$ cat config.mk
export PLATFORM = sky130hd
export DESIGN_NAME = mult_hilo_ctrl
export DESIGN_NICKNAME = d
export VERILOG_FILES = /design/src/rtl/mult_pkg.sv /design/src/rtl/hilo_regs.sv /design/src/rtl/mult_hilo_ctrl.sv
export SDC_FILE = /design/constraint.sdc
export NUM_CORES = 1
export LEC_CHECK = 0
export ABC_AREA = 1
export CORE_AREA = 2 2 117 119
export DETAILED_ROUTE_END_ITERATION = 16
export DIE_AREA = 0 0 119 121
export DONT_BUFFER_PORTS = 1
export MAX_ROUTING_LAYER = met4
export PLACE_DENSITY = 0.68
export SLEW_MARGIN = 10
export SYNTH_ARGS = -nofsm -noshare
export SYNTH_HDL_FRONTEND = slang
export SYNTH_SLANG_ARGS = --single-unit
$ cat constraint.sdc
create_clock -name clk -period 16.45 [get_ports clk]
set_input_delay 4.935 -clock clk [delete_from_list [all_inputs] [get_ports clk]]
set_output_delay 4.935 -clock clk [all_outputs]
set_load 0.02 [all_outputs]
$ cat src/rtl/mult_pkg.sv
// Shared types and constants for the HI/LO multiply controller.
// Imported by mult_hilo_ctrl and hilo_regs.
package mult_pkg;

   localparam int DATA_W         = 32;
   localparam int PROD_W         = 64;
   localparam int SETTLE_DEFAULT = 2;

   typedef enum logic [1:0] {
      S_IDLE = 2'd0,
      S_MUL  = 2'd1,
      S_DONE = 2'd2
   } state_t;

endpackage

$ cat src/rtl/hilo_regs.sv
// Architectural HI/LO register pair.
// Product capture wins over direct writes; writes while busy are dropped.
module hilo_regs
   import mult_pkg::*;
(
   input  logic              i_clk,
   input  logic              i_rst,
   input  logic              i_busy,
   input  logic              i_capture,
   input  logic [PROD_W-1:0] i_product,
   input  logic              i_mthi_we,
   input  logic              i_mtlo_we,
   input  logic [DATA_W-1:0] i_mt_data,
   output logic [DATA_W-1:0] o_hi,
   output logic [DATA_W-1:0] o_lo,
   output logic              o_mt_drop
);

   logic [DATA_W-1:0] r_hi;
   logic [DATA_W-1:0] r_lo;
   logic              r_mt_drop;
   logic              w_mt_any;

   assign w_mt_any = i_mthi_we | i_mtlo_we;

   // HI/LO update: capture first, then direct writes outside MUL
   always_ff @(posedge i_clk or posedge i_rst) begin
      if (i_rst) begin
         r_hi <= '0;
         r_lo <= '0;
      end else if (i_capture) begin
         r_hi <= i_product[PROD_W-1:DATA_W];
         r_lo <= i_product[DATA_W-1:0];
      end else if (!i_busy) begin
         if (i_mthi_we) r_hi <= i_mt_data;
         if (i_mtlo_we) r_lo <= i_mt_data;
      end
   end

   // One-cycle pulse when a direct write arrives during MUL
   always_ff @(posedge i_clk or posedge i_rst) begin
      if (i_rst) r_mt_drop <= 1'b0;
      else       r_mt_drop <= i_busy & w_mt_any;
   end

   assign o_hi      = r_hi;
   assign o_lo      = r_lo;
   assign o_mt_drop = r_mt_drop;

endmodule

$ cat src/rtl/mult_hilo_ctrl.sv
// Sequencer around the combinational Booth multiplier.
// Holds operands for SETTLE_CYCLES, then captures the product into HI/LO.
module mult_hilo_ctrl
   import mult_pkg::*;
#(
   parameter int SETTLE_CYCLES = SETTLE_DEFAULT
) (
   input  logic              clk,
   input  logic              rst,
   input  logic              op_valid,
   input  logic [DATA_W-1:0] op_a,
   input  logic [DATA_W-1:0] op_b,
   output logic              op_ready,
   output logic [DATA_W-1:0] mul_a,
   output logic [DATA_W-1:0] mul_b,
   input  logic [PROD_W-1:0] mul_product,
   input  logic              mthi_we,
   input  logic              mtlo_we,
   input  logic [DATA_W-1:0] mt_data,
   output logic [DATA_W-1:0] hi,
   output logic [DATA_W-1:0] lo,
   output logic              busy,
   output logic              done,
   output logic              mt_drop
);

   localparam int CNT_W = $clog2(SETTLE_CYCLES + 1);

   if (SETTLE_CYCLES < 1) begin : g_bad_settle
      $error("SETTLE_CYCLES must be >= 1");
   end

   localparam logic [CNT_W-1:0] LAST_CNT = CNT_W'(SETTLE_CYCLES - 1);

   state_t            r_state;
   logic [CNT_W-1:0]  r_cnt;
   logic [DATA_W-1:0] r_mul_a;
   logic [DATA_W-1:0] r_mul_b;
   logic              r_ready;
   logic              r_busy;
   logic              r_done;
   logic              w_in_mul;
   logic              w_capture;

   assign w_in_mul  = (r_state == S_MUL);
   assign w_capture = w_in_mul && (r_cnt == LAST_CNT);

   // Controller FSM with settle counter and registered handshake outputs
   always_ff @(posedge clk or posedge rst) begin
      if (rst) begin
         r_state <= S_IDLE;
         r_cnt   <= '0;
         r_mul_a <= '0;
         r_mul_b <= '0;
         r_ready <= 1'b1;
         r_busy  <= 1'b0;
         r_done  <= 1'b0;
      end else begin
         unique case (r_state)
            S_IDLE, S_DONE: begin
               r_done <= 1'b0;
               if (op_valid) begin
                  r_mul_a <= op_a;
                  r_mul_b <= op_b;
                  r_cnt   <= '0;
                  r_ready <= 1'b0;
                  r_busy  <= 1'b1;
                  r_state <= S_MUL;
               end else begin
                  r_ready <= 1'b1;
                  r_busy  <= 1'b0;
                  r_state <= S_IDLE;
               end
            end
            S_MUL: begin
               r_cnt <= r_cnt + 1'b1;
               if (r_cnt == LAST_CNT) begin
                  r_done  <= 1'b1;
                  r_ready <= 1'b1;
                  r_busy  <= 1'b0;
                  r_state <= S_DONE;
               end
            end
            default: begin
               r_ready <= 1'b1;
               r_busy  <= 1'b0;
               r_done  <= 1'b0;
               r_state <= S_IDLE;
            end
         endcase
      end
   end

   hilo_regs u_hilo (
      .i_clk     (clk),
      .i_rst     (rst),
      .i_busy    (w_in_mul),
      .i_capture (w_capture),
      .i_product (mul_product),
      .i_mthi_we (mthi_we),
      .i_mtlo_we (mtlo_we),
      .i_mt_data (mt_data),
      .o_hi      (hi),
      .o_lo      (lo),
      .o_mt_drop (mt_drop)
   );

   assign op_ready = r_ready;
   assign mul_a    = r_mul_a;
   assign mul_b    = r_mul_b;
   assign busy     = r_busy;
   assign done     = r_done;

endmodule

==> impl_results.md <==
* DP Wirelength at 12.1 mm
* DRT iter0 DRCs at 372
* Final setup violation count at 0
* Global routing's busiest layer: met2
* Residual DRC at 0
* CTS tree: built
* Type of origin of the critical path: primary input
* Top-count cell post-synth: nand2_1
* Crit-path max FO at 33
* P&R area growth vs syn at 8.75%
* Setup_tns at 0 ns
* Slew @ Worst Pin at 1.19 ns
* Leakage power at 3.54 nW
* Clk Tree Root Cell: clkbuf_16
* Total die area at 0.0144 sq mm
* Cell Rows at 42
* Gr usage total at 25.0%
* Final period util at 38.6%
* Setup CP Type: primary input to flip-flop
* P per Cell Area at 253 mW/mm^2
* # hold bufs at CTS at 0
* Hold Crit Class: flip-flop to flip-flop
* Post-synth EDFFs at 0
* Die Width at 119 um
* Initial Util at 47.3%
* Max_cap viols at 0
* Final min period at 6.36 ns
* Routability congestion estimate from global placement at 0.884
* Vias/cell at 5.72
* Fill cells at 1237
* CP arrival at 6.63 ns
* CP Capture Type: flip-flop
* CTS H-tree lvls at 4
* Met3 Use GR at 10.0%
* First-pass GRT wire length at 27.3 mm
* Post-DRT Antenna Nets at 0
* F_max at 157 MHz
* Sink Count at 135
* Core area at 0.0131 sq mm
* RSZ-0062 raised after global routing: no
* Register Area at 0.00338 sq mm
* DR WL/cell at 19.4 um
* Vias in the first global route at 5048
* GR Util met2 at 40.9%
* Fin nets at 886
* Ys Warns at 0
* Final wirelength at 17.7 mm
* Synth cell types at 17
* Sequential area share after synthesis at 54.6%
* Post_cts resized at 0
* Area contributors post-synth: dfrtp_1, nand2_1, nand3_1
* Clock slew at the register clock pins of the worst setup and hold paths at 0.06 ns
* Post-synth top area cell: dfrtp_1
* CP required at 16.72 ns
* Ys async rst share at 100%
* Ys flop type: dfrtp_1
* Syn Inst Count at 762
* Antenna diodes at 0
* Largest net degree at the start of global routing at 99
* Clk_skew at 0.0192 ns
* PortBufs at 0
* Postcts setup bufs at 0
* Synth cell count leaders: nand2_1, nand3_1, dfrtp_1
* Share of the synthesized area in the top cell type at 54.1%
* VDD IR max at 98.1 uV
* Layout cells sized above 1 at 6.55%
* Syn Nets at 928
* Hold Violations, Final at 0
* First-pass DRT Iterations at 5
* Synth Cell Area at 0.00619 sq mm
* Via count at 5199
* Initial antenna violation count at 0
* Outcome: finished clean
* Max-slew headroom at 20.5%
* Mean post-synth cell area at 8.13 sq um
* Clk_lat worst skew at 0.41 ns
* FF+latch count, synth at 135
* CTS Buf Count at 17
* Met1 Resource Use GR at 28.2%
* Die Ht at 121 um
* Layout Utilization at 51.5%
* Clk buf depth at 2
* Grt total ovfl at 0
* Max-slew violation count at 0
* # IOs at 297
* Area of the multi-input gates at 0.00247 sq mm
[report_power, final]
group | internal [mW] | switching [mW]
clock | 0.248 | 0.146
sequential | 0.500 | 0.352
combinational | 0.136 | 0.322
total | 0.885 | 0.820
[per-stage QoR]
stage          cell area, sq um  total power, mW  setup slack [ns]  hold slack [ns]  instances
6_report                   6740             1.71             10.09            0.514        909
2_1_floorplan              6190             1.20              7.91            0.468        762
4_1_cts                    6730             1.72             10.06            0.517        909
3_3_place_gp               6110             1.29              9.77            0.489        877
5_1_grt                    6740             1.83              9.84            0.550        909
3_5_place_dp               6110             1.32              9.64            0.502        877
[flip-flops by register name, indices dropped and copies added (netlist names)]
register,count
mul_a,32
mul_b,32
u_hilo.o_hi,32
u_hilo.o_lo,32
r_cnt,2
busy,1
done,1
op_ready,1
r_state,1
u_hilo.o_mt_drop,1
[kinds of logic after synthesis]
| kind of cell | after synthesis | synth area share (%) |
|---|---|---|
| buf+inv | 69 | 5.76 |
| fa+ha+maj | 1 | 0.202 |
| simple gates | 554 | 39.2 |
| compound gates | 3 | 0.242 |
| flops | 135 | 54.6 |
[layer usage]
| layer | vias to the layer above | wire, um |
|---|---|---|
| met5 | - | 0 |
| met3 | 27 | 2000 |
| met1 | 2457 | 6660 |
| met2 | 287 | 8700 |
| met4 | 0 | 308 |
| li1 | 2428 | - |
[final timing paths]
path,endpoint,from,cells past startpoint,slack [ns]
max in group asynchronous,mul_b[31],rst,2,10.82
min in group asynchronous,u_hilo.o_lo[1],rst,1,4.54
worst max register to register,u_hilo.o_hi[14],done,6,12.97
worst min register to register,r_cnt[1],r_cnt[1],2,0.51
worst max-delay path,u_hilo.o_hi[14],mthi_we,4,10.09
worst min-delay path,r_cnt[1],r_cnt[1],2,0.51
[cell type report]
cell class / instances / share of cell area, %
inverters: 5 / 0.353
flip-flops and latches: 135 / 50.2
well taps: 176 / 3.27
clock buffers: 19 / 6.72
repair buffers: 3 / 0.334
clock inverters: 13 / 2.49
multi-input cells: 558 / 36.6
[cells in the final DEF, fill, tap and decap left out, types with 3 or more instances in the layout]
cell	n
nand2_1	345
inv_6	4
o21ai_0	3
nor2_1	3
clkbuf_16	17
nand4_1	58
buf_4	3
clkinv_4	3
nand2_2	3
bufinv_16	3
inv_2	3
dfrtp_1	133
nand3_1	142
[worst max-delay path: stages]
cell     delay, ns
nand2_2       0.46
nand2_1       0.83
nand2_1       0.29
nand2_1       0.08
Note: power is estimated with default switching activity, not from simulation.
